[src/rtl/ps2_pkg.sv]
// Shared types and constants for the PS/2 keyboard receive path.
package ps2_pkg;

   localparam logic [7:0] PS2_EXT = 8'hE0;
   localparam logic [7:0] PS2_BRK = 8'hF0;

   typedef enum logic [1:0] {IDLE, DATA, PARITY, STOP} ps2_state_t;

   typedef struct packed {
      logic       ext;
      logic       brk;
      logic [7:0] code;
   } ps2_entry_t;

endpackage

[src/rtl/sync_fifo.sv]
// Show-ahead synchronous FIFO: dout is the head entry and holds its last value when empty.
module sync_fifo #(
   parameter int WIDTH = 8,
   parameter int DEPTH = 8
) (
   input  logic                     clk,
   input  logic                     reset,
   input  logic                     push,
   input  logic [WIDTH-1:0]         din,
   input  logic                     pop,
   output logic [WIDTH-1:0]         dout,
   output logic                     full,
   output logic                     empty,
   output logic [$clog2(DEPTH):0]   level
);

   localparam int AW = $clog2(DEPTH);
   localparam int LW = AW + 1;

   logic [WIDTH-1:0] mem [DEPTH];
   logic [AW-1:0]    rd_ptr, wr_ptr, rd_next;
   logic [LW-1:0]    cnt_next;
   logic             do_push, do_pop;

   assign empty    = (level == '0);
   assign full     = (level == LW'(DEPTH));
   assign do_pop   = pop && !empty;
   assign do_push  = push && (!full || do_pop);
   assign rd_next  = rd_ptr + AW'(do_pop);
   assign cnt_next = level + LW'(do_push) - LW'(do_pop);

   always_ff @(posedge clk) begin
      if (do_push) mem[wr_ptr] <= din;
   end

   // Head register: when the new head is the slot being written this cycle, bypass din.
   always_ff @(posedge clk) begin
      if (reset) begin
         rd_ptr <= '0;
         wr_ptr <= '0;
         level  <= '0;
         dout   <= '0;
      end else begin
         wr_ptr <= wr_ptr + AW'(do_push);
         rd_ptr <= rd_next;
         level  <= cnt_next;
         if (cnt_next != '0)
            dout <= (do_push && rd_next == wr_ptr) ? din : mem[rd_next];
      end
   end

endmodule

[src/rtl/ps2_scan_rx.sv]
// PS/2 device-to-host receiver: sync, clock filter, frame check, E0/F0 prefix folding, event FIFO.
module ps2_scan_rx
   import ps2_pkg::*;
#(
   parameter int FIFO_DEPTH     = 8,
   parameter int FILTER_LEN     = 8,
   parameter int TIMEOUT_CYCLES = 100000
) (
   input  logic                          CLK_50,
   input  logic                          reset_en,
   input  logic                          ps2_clk,
   input  logic                          ps2_data,
   input  logic                          rd_en,
   output logic [7:0]                    code,
   output logic                          code_ext,
   output logic                          code_brk,
   output logic                          empty,
   output logic [$clog2(FIFO_DEPTH):0]   level,
   output logic                          overflow,
   output logic [7:0]                    err_cnt,
   output logic                          rx_busy
);

   localparam int FW = $clog2(FILTER_LEN) + 1;
   localparam int TW = $clog2(TIMEOUT_CYCLES + 1);

   logic          clk_s1, clk_s2, dat_s1, dat_s2, filt;
   logic [FW-1:0] flt_cnt;
   logic          flip, fe;
   ps2_state_t    state;
   logic [2:0]    bit_cnt;
   logic [7:0]    shreg, dec_byte;
   logic          par, dec_vld, good_stop, stop_bad, timeout;
   logic [TW-1:0] to_cnt;
   logic          ext_pend, brk_pend, push, full;
   ps2_entry_t    ent_in, ent_out;

   always_ff @(posedge CLK_50) begin
      if (reset_en) begin
         clk_s1 <= 1'b1;
         clk_s2 <= 1'b1;
         dat_s1 <= 1'b1;
         dat_s2 <= 1'b1;
      end else begin
         clk_s1 <= ps2_clk;
         clk_s2 <= clk_s1;
         dat_s1 <= ps2_data;
         dat_s2 <= dat_s1;
      end
   end

   // flt_cnt counts consecutive samples disagreeing with filt; the FILTER_LEN-th one flips it.
   assign flip = (clk_s2 != filt) && (flt_cnt == FW'(FILTER_LEN - 1));
   assign fe   = flip && filt;

   always_ff @(posedge CLK_50) begin
      if (reset_en) begin
         filt    <= 1'b1;
         flt_cnt <= '0;
      end else if (clk_s2 == filt || flip) begin
         flt_cnt <= '0;
         if (flip) filt <= clk_s2;
      end else begin
         flt_cnt <= flt_cnt + FW'(1);
      end
   end

   assign good_stop = dat_s2 && (^{shreg, par});
   assign stop_bad  = fe && (state == STOP) && !good_stop;
   assign timeout   = (state != IDLE) && (to_cnt == TW'(TIMEOUT_CYCLES));

   always_ff @(posedge CLK_50) begin
      if (reset_en || fe || state == IDLE || timeout) to_cnt <= '0;
      else                                            to_cnt <= to_cnt + TW'(1);
   end

   always_ff @(posedge CLK_50) begin
      if (reset_en) begin
         state    <= IDLE;
         bit_cnt  <= '0;
         shreg    <= '0;
         par      <= 1'b0;
         rx_busy  <= 1'b0;
         dec_vld  <= 1'b0;
         dec_byte <= '0;
      end else begin
         dec_vld <= 1'b0;
         if (timeout) begin
            state   <= IDLE;
            rx_busy <= 1'b0;
         end else if (fe) begin
            case (state)
               IDLE: if (!dat_s2) begin
                  state   <= DATA;
                  bit_cnt <= '0;
                  rx_busy <= 1'b1;
               end
               DATA: begin
                  shreg   <= {dat_s2, shreg[7:1]};
                  bit_cnt <= bit_cnt + 3'd1;
                  if (bit_cnt == 3'd7) state <= PARITY;
               end
               PARITY: begin
                  par   <= dat_s2;
                  state <= STOP;
               end
               STOP: begin
                  state    <= IDLE;
                  rx_busy  <= 1'b0;
                  dec_vld  <= good_stop;
                  dec_byte <= shreg;
               end
               default: state <= IDLE;
            endcase
         end
      end
   end

   always_ff @(posedge CLK_50) begin
      if (reset_en)                                   err_cnt <= '0;
      else if ((timeout || stop_bad) && err_cnt != 8'hFF) err_cnt <= err_cnt + 8'd1;
   end

   // Prefix bytes only arm flags; the next ordinary byte carries and clears them.
   assign push = dec_vld && dec_byte != PS2_EXT && dec_byte != PS2_BRK;

   always_ff @(posedge CLK_50) begin
      if (reset_en) begin
         ext_pend <= 1'b0;
         brk_pend <= 1'b0;
      end else if (dec_vld) begin
         if (dec_byte == PS2_EXT)      ext_pend <= 1'b1;
         else if (dec_byte == PS2_BRK) brk_pend <= 1'b1;
         else begin
            ext_pend <= 1'b0;
            brk_pend <= 1'b0;
         end
      end
   end

   always_ff @(posedge CLK_50) begin
      if (reset_en)                 overflow <= 1'b0;
      else if (push && full && !rd_en) overflow <= 1'b1;
   end

   assign ent_in = '{ext: ext_pend, brk: brk_pend, code: dec_byte};

   sync_fifo #(
      .WIDTH ($bits(ps2_entry_t)),
      .DEPTH (FIFO_DEPTH)
   ) u_fifo (
      .clk   (CLK_50),
      .reset (reset_en),
      .push  (push),
      .din   (ent_in),
      .pop   (rd_en),
      .dout  (ent_out),
      .full  (full),
      .empty (empty),
      .level (level)
   );

   assign code     = ent_out.code;
   assign code_ext = ent_out.ext;
   assign code_brk = ent_out.brk;

endmodule

[config.mk]
export PLATFORM = sky130hd
export DESIGN_NAME = ps2_scan_rx
export DESIGN_NICKNAME = d
export VERILOG_FILES = /design/src/rtl/ps2_pkg.sv /design/src/rtl/sync_fifo.sv /design/src/rtl/ps2_scan_rx.sv
export SDC_FILE = /design/constraint.sdc
export NUM_CORES = 1
export LEC_CHECK = 0
export CAP_MARGIN = 20
export CELL_PAD_IN_SITES_DETAIL_PLACEMENT = 1
export CELL_PAD_IN_SITES_GLOBAL_PLACEMENT = 1
export CORE_MARGIN = 3
export CORE_UTILIZATION = 42
export CTS_BUF_LIST = sky130_fd_sc_hd__clkbuf_4 sky130_fd_sc_hd__clkbuf_8
export DETAILED_ROUTE_END_ITERATION = 16
export GPL_TIMING_DRIVEN = 0
export HOLD_SLACK_MARGIN = 0.05
export PLACE_DENSITY_LB_ADDON = 0.1
export SETUP_SLACK_MARGIN = 0.05
export SYNTH_ARGS = -nofsm -noshare
export SYNTH_HDL_FRONTEND = slang
export SYNTH_HIERARCHICAL = 1
export SYNTH_SLANG_ARGS = --single-unit
[constraint.sdc]
create_clock -name CLK_50 -period 9.6 [get_ports CLK_50]
set_clock_uncertainty 0.05 [all_clocks]
set_input_delay 2.88 -clock CLK_50 [delete_from_list [all_inputs] [get_ports CLK_50]]
set_output_delay 2.88 -clock CLK_50 [all_outputs]
set_load 0.01 [all_outputs]
# After elaboration in Yosys (flattened, before gate mapping)
# Memory sizes are Yosys's and may differ from the RTL's. A register that Yosys moved wholly into a read port is not among the register bits.
# Index checks and enable logic that the tools add are counted.
dict set report totals {
  register_bits 71
  mem_bits_rw 80
  in_bits 5
  word_cells 105
  n_memories 1
}
# memory depth width rd rd_ports_with_merged_regs write_ports line_no
set memory_table {}
lappend memory_table {u_fifo.mem 8 10 1 1 1 sync_fifo.sv:20} ;# logic [WIDTH-1:0] mem [DEPTH];
dict set report op_classes {
  add_sub_neg 8
  n_eq_ne 17
  n_mux 12
  bitwise 4
  reduce_logical 42
}
# op n
set op_table {}
lappend op_table {{8-bit != test, second input constant} 3}
lappend op_table {{17-bit by 1-bit adder with 17-bit output, second input constant} 1}
lappend op_table {{17-bit equality test, second input constant} 1}
lappend op_table {{8-bit equality test, second input constant} 2}
lappend op_table {{3-bit AND reduction} 5}
lappend op_table {{1-bit logical AND} 13}
lappend op_table {{9-bit parity} 1}
lappend op_table {{8-bit by 1-bit adder with 8-bit output, second input constant} 1}
lappend op_table {{2-bit case mux with 4 select lines} 1}
lappend op_table {{3-bit by 1-bit adder with 3-bit output} 2}
lappend op_table {{1-bit logical OR} 6}
lappend op_table {{1-bit 2-to-1 mux} 6}
lappend op_table {{2-bit != test, second input constant} 3}
lappend op_table {{3-bit case mux with 2 select lines} 1}
lappend op_table {{2-bit AND reduction} 3}
lappend op_table {{2-bit nonzero test} 3}
lappend op_table {{4-bit by 1-bit adder with 4-bit output} 1}
lappend op_table {{4-bit by 1-bit adder with 4-bit output, second input constant} 1}
lappend op_table {{2-bit equality test, second input constant} 2}
lappend op_table {{4-bit by 3-bit equality test with 1-bit output, second input constant} 1}
lappend op_table {{4-bit equality test, second input constant} 1}
lappend op_table {{1-bit logical NOT} 4}
lappend op_table {{4-bit logical NOT} 1}
lappend op_table {{2-bit 2-to-1 mux} 2}
lappend op_table {{14 further kinds} 18}

# Depth between registers and ports, before layout
dict set report logic_depth {
  ltp_word 8
  ltp_mapped 14
}

# By module
# The synthesis kept the hierarchy.
# mod n_inst cells_each area_per_inst_um2 seq_area_each_um2
set by_module_without_submodules {}
lappend by_module_without_submodules {sync_fifo 1 278 4361.7 2802.7}
lappend by_module_without_submodules {ps2_scan_rx 1 295 2731.4 1221.2}

# Worst setup path after synthesis
# OpenSTA, ideal clock, no wires.
dict set report synth_timing {
  path_type {input to register}
  from {input rd_en}
  to {register u_fifo.dout[0] (read register of u_fifo.mem)}
  arrival_ps 5122
  t_required_ps 9466
  slack_ps 4344
  cell_stages 11
  cell_sequence {nor2b_1 -> o21ai_4 -> buf_2 -> o21ai_1 -> ha_1 -> fa_1 -> xor2_1 -> and4b_1 -> or3_1 -> buf_6 -> o31ai_2}
}
dict set report synth_via {
  elab_chain_cells 6
}
# element line_no
set synth_rtl {}
lappend synth_rtl {{start: declaration} ps2_scan_rx.sv:13} ;# input logic rd_en,
lappend synth_rtl {{1-bit logical AND *} sync_fifo.sv:27} ;# assign do_pop = pop && !empty;
lappend synth_rtl {{1-bit logical OR} sync_fifo.sv:28} ;# assign do_push = push && (!full || do_pop);
lappend synth_rtl {{1-bit logical AND} sync_fifo.sv:28}
lappend synth_rtl {{4-bit by 1-bit adder with 4-bit output} sync_fifo.sv:30} ;# assign cnt_next = level + LW'(do_push) - LW'(do_pop);
lappend synth_rtl {{4-bit by 1-bit subtractor with 4-bit output} sync_fifo.sv:30}
lappend synth_rtl {{4-bit nonzero test} sync_fifo.sv:47} ;# if (cnt_next != '0)
lappend synth_rtl {{end: declaration} sync_fifo.sv:11} ;# output logic [WIDTH-1:0] dout,
# Every way passes the cells marked *; elsewhere a longest branch is shown, timed or not.
# A chain may end at the register's enable or synchronous reset.

# Worst setup path after layout
dict set report layout_timing {
  from {input rd_en}
  to {register u_fifo.dout[5] (read register of u_fifo.mem)}
}
dict set report layout_via {
  elab_chain_cells 6
}
# element line_no
set layout_rtl {}
lappend layout_rtl {{1-bit logical AND *} sync_fifo.sv:27}
lappend layout_rtl {{1-bit logical OR} sync_fifo.sv:28}
lappend layout_rtl {{1-bit logical AND} sync_fifo.sv:28}
lappend layout_rtl {{4-bit by 1-bit adder with 4-bit output} sync_fifo.sv:30}
lappend layout_rtl {{4-bit by 1-bit subtractor with 4-bit output *} sync_fifo.sv:30}
lappend layout_rtl {{via u_fifo.cnt_next[1]} sync_fifo.sv:22} ;# logic [LW-1:0] cnt_next;
lappend layout_rtl {{4-bit nonzero test *} sync_fifo.sv:47}
# Mark *: on every way through the listed nets, which the timed path passes. The rest lies on a longest branch.

==> flow_summary.yaml <==
timing:
  rsz0062_at_grt: "no"
  setup_tns_ns: 0
  hold_violations: 0
  period_minus_slack_ns: 5.801
  finalMaxSlewViolations: 0
  setup_violations: 0
  finalWorstSetupSlack_ns: 3.799
  fmax_ghz: 0.1724
  worst_slew_pin_slew_ns: 0.9779
  min_period_over_period_pct: 60.43
  slew_headroom_pct: 34.45
yosys:
  synth.distinct_cells: 58
  yosys-top-cells-count: "81 x dfxtp_1, 80 x edfxtp_1, 59 x mux2i_1"
  synthArstFlopShare_pct: 0
  seq_area_frac_synth_pct: 56.73
  synth-seq-cells: 161
  syn_avg_cell_area_um2: 12.38
  ys_warn_count: 6
  yosysTopAreaCell: "edfxtp_1"
  syn_area_um2: 7093
  yosysTopAreaCellShare_pct: 33.87
  synth_fp_nets: 598
  synthFlopType: "dfxtp_1"
  yosysMostFrequentCell: "dfxtp_1"
  synthTopCellsByArea: "edfxtp_1 34%, dfxtp_1 23%, mux2i_1 8.3%, ha_1 3.4%, mux4_2 3.2%"
  synthCells: 573
  synth-edff-count: 80
detailed_routing:
  vias: 4435
  first_iter_violations: 136
  top_layer_used: "met4"
  wl_met2_um: 7642
  routed_via_density: 5.212
  route.detailed.drc: 0
  drt-total-wl_um: 14810
  wl_per_cell_um: 17.40
  dr.pass1.iters: 4
  dr_wl_met3_um: 359
  ant_nets: 0
  wl_met1_um: 6577
critical_path:
  path_delay_family: "buffers and inverters"
  crit_path_end_kind: "flip-flop"
  path_cells: "clkdlybuf4s50_1, nor2b_1, o21ai_4, buf_2, o21ai_1, ha_1, fa_1, or3_1, a211oi_1, clkbuf_1, o21ai_0, o31ai_2"
  path_buf_inv: 3
  crit_path_top_delay_cell: "clkdlybuf4s50_1"
  cp.arrival_ns: 6.12
  cp.required_ns: 9.92
  setup.worst_path.start: "rd_en"
  critPathMaxStageDelay_ns: 0.47
  start_kind: "input pin"
  cp_max_fo: 10
  r2r_start: "dec_byte[6]$_SDFFE_PP0P_"
  worstSetupPathType: "in2reg"
grt:
  overflow: 0
  track_usage_pct: 17.10
  antenna_found_initial: 0
  grt_pass1_wl_um: 24450
  grt_pass1_vias: 4728
  grt_max_degree: 17
floorplan:
  coreArea_um2: 16230
  die_width_um: 136.0
  rows: 46
  start_util_pct: 43.70
  io_pins: 30
  dieArea_um2: 18480
  dieHeight_um: 136.0
power:
  leakagePower_uw: 0.002871
  total_power_uw: 1811
  p_per_area_nw_per_um2: 222.8
  vdd_ir_drop_max_uv: 97.24
layout:
  area_delta_synth_final_pct: 14.61
  layout.nets: 647
  fillers: 1703
  drive_gt1_share_pct: 14.65
  antenna_cells: 0
clock_tree:
  cts-resized-gates: 0
  cts_tree: "built"
  worst_skew_pair.late_latency_ns: 0.45
  root_buffer: "clkbuf_8"
  holdBufCountCts: 0
  cts_buffers: 17
  ctsHtreeMaxLevel: 4
  clock_path_buffers: 2
  cts.sinks: 161
  path_clk_slew_ns: 0.09
  post-cts-setup-buffers: 0
place:
  dp_slack_ns: 3.306
  gp_congestion: 0.7840
  io_buffer_count: 29
  dp_hpwl_um: 10870
run_status:
  status: "finished clean"
min_path:
  hp-class: "reg2reg"
  hold_start: "clk_s1$_SDFF_PP1_"
job:
  drv_cap: 0
[cell families (layout without fill, tap and decap cells)]
group	Yosys count	in the layout	synth area share, %
AOI/OAI and AO/OA	62	62	6.844
and+or+nand+nor	181	181	13.35
muxes	70	70	11.66
DFF	161	161	56.73
buffers and inverters	47	109	3.440
xor gates and xnor gates	32	32	4.339
adders and majority gates	20	20	3.634
[cell type report]
class / instances / area (µm²) / share of cell area (%)
buffer: 29 / 176.4 / 2.170
clock buffer: 21 / 282.8 / 3.479
clock inverter: 11 / 158.9 / 1.955
inverter: 18 / 67.56 / 0.8312
multi-input combinational: 365 / 2851 / 35.08
sequential: 161 / 4024 / 49.50
tap: 216 / 270.3 / 3.325
timing repair buffer: 30 / 297.8 / 3.663
[layout by cell type, fill, tap and decap left out, types with 7 or more instances in the layout]
cell,Yosys,final
o21a_1,10,10
dfxtp_1,81,81
nand3_1,21,21
nor2_1,53,53
nor2b_1,19,19
a21oi_1,12,12
ha_1,19,19
clkbuf_8,0,20
or2_2,8,8
o31ai_2,10,10
clkdlybuf4s50_1,0,29
nor3_1,20,16
mux2i_1,59,59
xor2_1,15,15
buf_2,7,7
clkbuf_1,12,12
o21ai_0,13,13
xnor2_1,15,15
edfxtp_1,80,80
nand2_1,21,21
inv_1,16,16
mux4_2,10,10
[through the flow]
step                std cells  utilization [%]  hold WS [ns]  area (µm²)
floorplan                 573                -        0.3395        7093
global placement          818            47.16        0.3438        7654
detailed placement        819            47.36        0.3573        7687
CTS                       851            50.08        0.3869        8129
global route              851            50.08        0.4051        8129
finish                    851            50.08        0.3779        8129
[flip-flops by register name, indices dropped and copies added (netlist names), 2 cells and up]
name	count
u_fifo/level	4
shreg	8
bit_cnt	3
u_fifo/rd_ptr	3
u_fifo/wr_ptr	3
err_cnt	8
u_fifo/dout	10
to_cnt	17
dec_byte	8
state	2
flt_cnt	4
u_fifo/mem	80
[worst paths after layout]
kind	endpoint	slack, ns	depth (start not counted)
min reg2reg	clk_s2$_SDFF_PP1_	0.38	1
max reg2reg	u_fifo/dout[5]$_SDFFE_PP0P_	5.67	12
min	clk_s2$_SDFF_PP1_	0.38	1
max	u_fifo/dout[5]$_SDFFE_PP0P_	3.80	12
[power breakdown]
| group | switching [µW] | total (µW) | internal [µW] |
|---|---|---|---|
| logic | 256 | 506 | 251 |
| clock network | 242 | 546 | 304 |
| registers | 15.2 | 758 | 743 |
[per-layer routing]
| metal | vias up | global-route usage [%] |
|---|---|---|
| li1 | 2165 | - |
| met1 | 2193 | 20.73 |
| met2 | 60 | 30.28 |
| met3 | 17 | 3.590 |
| met4 | 0 | 5.767 |
| met5 | - | 0 |
Power figures use the tool's default switching activity.
